$ cat src/rtl/gcd_binary_stream.sv
// rtl/gcd_binary_stream.sv - parametrised binary (Stein) GCD engine with valid/ready handshakes
// Optional REDUCE cycle counter on the cycles port: define GCD_CYCLE_COUNT_EN.
module gcd_binary_stream #(
  parameter int WIDTH = 40,
  parameter int CNT_W = 16
) (
  input  logic             clk,
  input  logic             reset,
  input  logic             in_valid,
  output logic             in_ready,
  input  logic [WIDTH-1:0] a,
  input  logic [WIDTH-1:0] b,
  output logic             out_valid,
  input  logic             out_ready,
  output logic [WIDTH-1:0] result
`ifdef GCD_CYCLE_COUNT_EN
  ,
  output logic [CNT_W-1:0] cycles
`endif
);

  localparam int KW = $clog2(WIDTH + 1);

  typedef enum logic [1:0] {
    ST_IDLE   = 2'd0,
    ST_REDUCE = 2'd1,
    ST_DONE   = 2'd2
  } state_t;

  state_t           state_q, state_d;
  logic [WIDTH-1:0] x_q, x_d;
  logic [WIDTH-1:0] y_q, y_d;
  logic [KW-1:0]    k_q, k_d;
  logic [WIDTH-1:0] result_q, result_d;

  // Handshake flags decode straight from the state register.
  assign in_ready  = (state_q == ST_IDLE);
  assign out_valid = (state_q == ST_DONE);
  assign result    = result_q;

  // Next-state logic: accept/zero handling in IDLE, one Stein step per REDUCE cycle.
  always_comb begin
    state_d  = state_q;
    x_d      = x_q;
    y_d      = y_q;
    k_d      = k_q;
    result_d = result_q;
    unique case (state_q)
      ST_IDLE: begin
        if (in_valid) begin
          x_d = a;
          y_d = b;
          k_d = '0;
          if (a == '0) begin
            result_d = b;
            state_d  = ST_DONE;
          end else if (b == '0) begin
            result_d = a;
            state_d  = ST_DONE;
          end else begin
            state_d = ST_REDUCE;
          end
        end
      end
      ST_REDUCE: begin
        if (x_q == y_q) begin
          // Common power of two is reapplied only once, on the way out.
          result_d = x_q << k_q;
          state_d  = ST_DONE;
        end else if (!x_q[0] && !y_q[0]) begin
          x_d = x_q >> 1;
          y_d = y_q >> 1;
          k_d = k_q + 1'b1;
        end else if (!x_q[0]) begin
          x_d = x_q >> 1;
        end else if (!y_q[0]) begin
          y_d = y_q >> 1;
        end else if (x_q > y_q) begin
          // Both odd here, so the difference is even and the shift drops no bits.
          x_d = (x_q - y_q) >> 1;
        end else begin
          y_d = (y_q - x_q) >> 1;
        end
      end
      ST_DONE: begin
        if (out_ready) state_d = ST_IDLE;
      end
      default: state_d = ST_IDLE;
    endcase
  end

`ifdef GCD_CYCLE_COUNT_EN
  logic [CNT_W-1:0] cycles_q, cycles_d;

  assign cycles = cycles_q;

  // Saturating count of REDUCE cycles, cleared when a new pair is accepted.
  always_comb begin
    cycles_d = cycles_q;
    if (state_q == ST_IDLE && in_valid) begin
      cycles_d = '0;
    end else if (state_q == ST_REDUCE && cycles_q != {CNT_W{1'b1}}) begin
      cycles_d = cycles_q + 1'b1;
    end
  end

  // Counter register; reset discards any partial count.
  always_ff @(posedge clk) begin
    if (reset) cycles_q <= '0;
    else       cycles_q <= cycles_d;
  end
`endif

  // State register for the FSM and datapath; reset aborts any computation in flight.
  always_ff @(posedge clk) begin
    if (reset) begin
      state_q  <= ST_IDLE;
      x_q      <= '0;
      y_q      <= '0;
      k_q      <= '0;
      result_q <= '0;
    end else begin
      state_q  <= state_d;
      x_q      <= x_d;
      y_q      <= y_d;
      k_q      <= k_d;
      result_q <= result_d;
    end
  end

endmodule

$ cat config.mk
export PLATFORM = sky130hd
export DESIGN_NAME = gcd_binary_stream
export DESIGN_NICKNAME = d
export VERILOG_FILES = /design/src/rtl/gcd_binary_stream.sv
export SDC_FILE = /design/constraint.sdc
export NUM_CORES = 1
export LEC_CHECK = 0
export ABC_CLOCK_PERIOD_IN_PS = 4300
export CAP_MARGIN = 10
export CORE_AREA = 2 2 172 174
export CTS_BUF_LIST = sky130_fd_sc_hd__clkbuf_8
export CTS_CLUSTER_DIAMETER = 200
export DETAILED_ROUTE_END_ITERATION = 16
export DIE_AREA = 0 0 174 176
export PLACE_DENSITY_LB_ADDON = 0.1
export SLEW_MARGIN = 0
export SYNTH_ARGS = -nofsm -noshare
export SYNTH_HDL_FRONTEND = slang
export SYNTH_SLANG_ARGS = --single-unit
$ cat constraint.sdc
create_clock -name clk -period 4.3 [get_ports clk]
set_input_delay 1.29 -clock clk [delete_from_list [all_inputs] [get_ports clk]]
set_output_delay 1.29 -clock clk [all_outputs]
set_load 0.05 [all_outputs]
==> flow_summary_export.csv <==
group,metric,value,unit
timing,rsz0062_at_grt,"no",
worst_setup_path,cpPeakStageDelay,630,ps
clocking,cts_buffer_depth,2,
timing,finalMaxSlewViolations,0,
floorplan,start_util,0.468,
cells_and_area,multi_input_area,9850,um^2
clocking,numCtsBuffers,17,
yosys,synth_edf_count,0,
yosys,syn_inst,1830,
yosys,ys_warn_count,0,
timing,hold_viol,0,
floorplan,rows,62,
hold_path,hold_depth,2,
yosys,synth_ff_type,"dfxtp_1",
clocking,cts-root-buf,"clkbuf_8",
clocking,cts.sink_count,128,
global_routing,grt_use_total,0.396,
floorplan,core_area,28500,um^2
yosys,synth-seq-cells,128,
yosys,ys_types,68,
yosys,ys_seq_area_frac,0.192,
worst_setup_path,cp.required,4700,ps
worst_setup_path,cp_slowest_cell,"dfxtp_1",
global_routing,use_met1,0.517,
worst_setup_path,r2r_cells,13,
worst_setup_path,r2r_setup_slack,350,ps
yosys,yosysTopAreaCellShare,0.192,
worst_setup_path,r2r_start,"x_q[12]$_SDFFE_PP0P_",
run,maxCapViolCount,0,
timing,max_freq,0.253,GHz
global_routing,use_met2,0.606,
timing,finalSetupViolCount,0,
clocking,postCtsSetupRepairBufs,0,
global_routing,grt_busiest_layer,"met2",
timing,finalCriticalPeriod,3950,ps
yosys,async_flop_share,0,
worst_setup_path,rr_endpoint,"y_q[30]$_SDFFE_PP0P_",
yosys,netlist_area,13400,um^2
power,p_per_area,452,nW/um^2
global_routing,grt_pass1_wl,91.7,mm
outcome,status,"completed",
cells_and_area,syn_to_final_growth,20.0,%
global_routing,grt_overflow,0,
timing,slew_headroom,0.304,
power,leakage,0.00615,uW
clocking,clk_pin_slew_worst_paths,90,ps
floorplan,die-area,30600,um^2
worst_setup_path,crit_top_cell,"buf_4",
route,via_per_inst,6.63,
timing,worst_slew_pin_slew,1040,ps
yosys,synth_most_common_cell,"a21oi_1",
floorplan,io-pin-count,126,
worst_setup_path,cp_cell_sequence,"inv_1 -> ha_1 -> and2_1 -> and4_1 -> nand4_1 -> buf_4 -> nand2_1 -> o21ai_0 -> nor2b_1 -> a21bo_1 -> buf_4 -> or3_1 -> o32ai_1",
clocking,worst_skew_pair.late_latency,500,ps
route,dr_total_vias,15700,
cells_and_area,diodes,0,
worst_setup_path,crit_arrival,4350,ps
yosys,syn_avg_cell_area,7.30,um^2
clocking,h-tree-depth,4,
power,ir_drop,212,uV
timing,fin_skew,22.3,ps
clocking,cts_resized,0,
route,wire_per_inst,26.0,um
clocking,holdBufCountCts,0,
route,postRouteWirelength,61.4,mm
timing,fin_ws,352,ps
yosys,synth_common_cells,"219 x a21oi_1, 162 x nor2_1, 160 x o21ai_0, 159 x nand2_1, 128 x dfxtp_1",
worst_setup_path,cp_max_fo,18,
timing,fin_tns_setup,0,ps
placed_design,dpl.hpwl,48.2,mm
worst_setup_path,worstSetupEndpointType,"flop",
global_routing,met3_usage,0.0745,
placed_design,pre_cts_ws,143,ps
cells_and_area,regArea,2570,um^2
yosys,syn_nets,1999,
yosys,ys_top_cells_by_area,"dfxtp_1 19%, a21oi_1 8.2%, ha_1 7.8%, o21ai_0 6.0%, mux4_2 5.9%",
cells_and_area,nNetsFinal,2135,
placed_design,gp_congestion,1.03,
global_routing,grt_max_degree,50,
yosys,yosys.area.top_type,"dfxtp_1",
worst_setup_path,crit_type,"flop to flop",
global_routing,grt_pass1_vias,14800,
hold_path,hp-class,"flop to flop",
route,dr.pass1.iters,7,
route,drcViolationCount,0,
clocking,cts_tree,"done",
hold_path,min-delay-start,"result[37]$_SDFFE_PP0P_",
cells_and_area,fill_cells,2906,
route,initialDrtViolationCount,2024,
placed_design,io_buffers,125,
timing,post-route-period-util,0.918,
cells_and_area,drive_above_1_share,0.130,
global_routing,antenna_found_initial,0,
floorplan,die_y,176,um
hold_path,min_to,"result[37]$_SDFFE_PP0P_",
route,ant_nets,0,
floorplan,die_w,174,um
worst_setup_path,critPathLaunchType,"flop",
[cell type report]
type,instances,share of cell area
multi-input cells,1450,0.614
flip-flops and latches,128,0.160
clock buffers,17,0.0146
repair buffers,269,0.151
well taps,384,0.0300
clock inverters,15,0.00695
inverters,100,0.0234
[metrics by stage]
stage / std cells / power (uW) / util / area [um^2] / hold WS [ps]
3_5_place_dp: 2331 / 6090 / 0.549 / 15700 / 451
2_1_floorplan: 1830 / 4410 / - / 13400 / 445
3_3_place_gp: 2331 / 6070 / 0.549 / 15700 / 446
4_1_cts: 2363 / 7110 / 0.562 / 16000 / 466
5_1_grt: 2363 / 7630 / 0.562 / 16000 / 481
6_report: 2363 / 7250 / 0.562 / 16000 / 467
[how the worst max path moves through the flow]
| stage | start | endpoint | slack [ps] | cells past startpoint |
|---|---|---|---|---|
| finish | x_q[12]$_SDFFE_PP0P_ | y_q[30]$_SDFFE_PP0P_ | 350 | 13 |
| CTS | x_q[12]$_SDFFE_PP0P_ | y_q[30]$_SDFFE_PP0P_ | 460 | 13 |
| floorplan | x_q[0]$_SDFFE_PP0P_ | y_q[14]$_SDFFE_PP0P_ | 990 | 15 |
| detailed placement | b[17] | result[35]$_SDFFE_PP0P_ | 140 | 10 |
| global route | x_q[31]$_SDFFE_PP0P_ | y_q[35]$_SDFFE_PP0P_ | 60 | 13 |
| global placement | b[17] | result[35]$_SDFFE_PP0P_ | 180 | 10 |
[power by group]
part | internal (uW) | leakage [uW] | switching (uW)
registers | 1320 | 0.00105 | 165
clock network | 402 | 0.000169 | 617
logic | 1790 | 0.00493 | 2950
total | 3520 | 0.00615 | 3730
[metal layers]
layer | up-vias | wire length, um
li1 | 7027 | -
met4 | 0 | 4370
met3 | 214 | 6120
met1 | 7423 | 24800
met2 | 1010 | 26100
met5 | - | 0
[sequential cells by signal, summed over array words and instances, names as in the netlist]
| signal | count |
|---|---|
| result | 40 |
| state_q | 2 |
| x_q | 40 |
| k_q | 6 |
| y_q | 40 |
[cells by family after synthesis]
kind of cell | synth area share
adder cells (fa/ha/maj) | 0.0808
flip-flops | 0.192
multiplexers | 0.0958
XOR/XNOR | 0.0485
buffers and inverters | 0.0744
AND/OR/NAND/NOR | 0.175
AO/OA/AOI/OAI | 0.334
[cells in the final DEF (no fill, tap or decap), types with 31 or more instances in the layout]
| cell | count |
|---|---|
| dfxtp_1 | 125 |
| o21ai_0 | 158 |
| nand2_1 | 159 |
| a21oi_1 | 219 |
| nor3_1 | 41 |
| mux4_2 | 35 |
| inv_1 | 100 |
| xor2_1 | 35 |
| buf_4 | 138 |
| nor2_1 | 162 |
| mux2i_1 | 31 |
| a21o_1 | 42 |
| clkdlybuf4s50_1 | 124 |
| ha_1 | 83 |
| o221ai_1 | 31 |
| o211ai_1 | 55 |
| a211oi_1 | 32 |
| xnor2_1 | 39 |
[critical path: cells and delay by family, from the launching register on]
| family | cells | cell delay (ps) |
|---|---|---|
| and+or+nand+nor | 6 | 1790 |
| DFF | 1 | 630 |
| AOI/OAI and AO/OA | 3 | 600 |
| buffers and inverters | 3 | 460 |
| adders and majority gates | 1 | 350 |
No activity file was read; power rests on OpenSTA's default activity.
==> patch: new RTL, same flow settings <==
Set the parameter `WIDTH` to 32 (it was 40).
--- a/src/rtl/gcd_binary_stream.sv
+++ b/src/rtl/gcd_binary_stream.sv
@@ -2,5 +2,5 @@
 // Optional REDUCE cycle counter on the cycles port: define GCD_CYCLE_COUNT_EN.
 module gcd_binary_stream #(
-  parameter int WIDTH = 40,
+  parameter int WIDTH = 32,
   parameter int CNT_W = 16
 ) (
Interface: changed (resized a, b and result); port bits go from 126 to 102. No check against the original RTL was run, so the function may have changed too.
==> patch against the unedited design <==
Sequential cell count down 24; synthesized cell count down 23%; cell area down 24%; synthesized area down 23%; power down 28%; wire length down 28%; setup slack worse by 0.018 ns; clock power down 26%; largest cell class unchanged.
==> patch: results (changes against the unedited design) <==
| Metric | Value |
|---|---|
| Rel. slew slack | `47.9% (+18 points)` |
| Outcome | `completed` |
| R2R Path End | `y_q[24]` |
| Fin Clk Skew | `0.0146 ns (-0.00779 ns)` |
| Distinct cells, synth | `75 (+10%)` |
| Placed cell areas | `12,000 um^2 (-24%)` |
| Signal buffers share of area | `14.0% (-1.0 points)` |
| Grt met2 use | `45.7% (-15 points)` |
| Vias | `11,500 (-26%)` |
| Pre-CTS setup slack | `0.227 ns (+0.0840 ns)` |
| Multi-input combinational area share | `60.9% (-0.48 points)` |
| Clock group share of total power | `14.3% (+0.3 points)` |
| Syn_area_per_cell | `7.29 um^2 (-0.13%)` |
| Register area share after synthesis | `20.3% (+1.2 points)` |
| Peak supply drop | `163 uV (-23%)` |
| Drt via density | `6.13 (-7.5%)` |
| Hold_sp | `y_q[19]` |
| Net count after synthesis | `1,541 (-23%)` |
| Clk_lat worst skew | `0.42 ns (-0.08 ns)` |
| Clk_buf instances | `9 (-8)` |
| Hold Path Sink | `y_q[19]` |
| GP Congestion | `0.944 (-8.3%)` |
| Met2 wire length | `19,900 um (-24%)` |
| CTS clk-pin slew, worst paths | `0.13 ns (+0.04 ns)` |
| Inverters | `69 (-31%)` |
| # clock sinks | `104 (-19%)` |
| First-pass GRT wire length | `66,900 um (-27%)` |
| Met3 wire length | `3110 um (-49%)` |
| Bufs w/o clock | `193 (-28%)` |
| Critical path's slowest cell | `a41oi_2` |
| Largest cells by area after synthesis | `dfxtp_1 (20%), ha_1 (8.2%), a21oi_1 (7.5%), o21ai_0 (5.8%), nor2_1 (5.1%)` |
| Leakage Power | `0.00463 uW (-25%)` |
| WHS | `0.483 ns (+0.0156 ns)` |
| Nets | `1,630 (-24%)` |
| Placed cells | `1,865 (-20%)` |
| Fraction of layout cells with a size suffix above 1 | `10.4% (-2.6 points)` |
| 1st-pass router iterations | `6 (-1)` |
| F_max | `252 MHz (-0.45%)` |
| DRT met1 WL | `19,700 um (-20%)` |
| Synth cell count leaders | `a21oi_1 (154), nor2_1 (140), nand2_1 (135)` |
| Filler cells | `3,030 (+4.3%)` |
| 1st-iter DRT viols | `1,433 (-29%)` |
| Gate Count Post-Synth | `1,404 (-23%)` |
==> patch: changes by cell type after synthesis, moves of 22 or more <==
cell	before	now
nor2_1	162	140
inv_1	100	68
o211ai_1	55	17
a21oi_1	219	154
clkbuf_1	115	79
nand2_1	159	135
o21ai_0	160	119
dfxtp_1	128	104
nor3_1	43	15
==> patch: how the worst max path moves through the flow <==
stage,startpoint,end
finish,x_q[29],y_q[24]
global placement,b[14],result[15]
CTS,x_q[29],y_q[26]
floorplan,x_q[0],y_q[26]
global route,x_q[29],y_q[24]
detailed placement,b[14],result[15]
==> patch: kinds of logic (layout without fill, tap and decap cells) <==
logic type / count (synthesis) / count (layout) / synth area share (%)
muxes: 53 / 53 / 7.29
DFF: 104 / 104 / 20.3
buffers and inverters: 184 / 278 / 7.28
xor gates and xnor gates: 58 / 58 / 4.96
adders and majority gates: 69 / 69 / 8.58
and+or+nand+nor: 419 / 419 / 18.9
AOI/OAI and AO/OA: 517 / 517 / 32.6
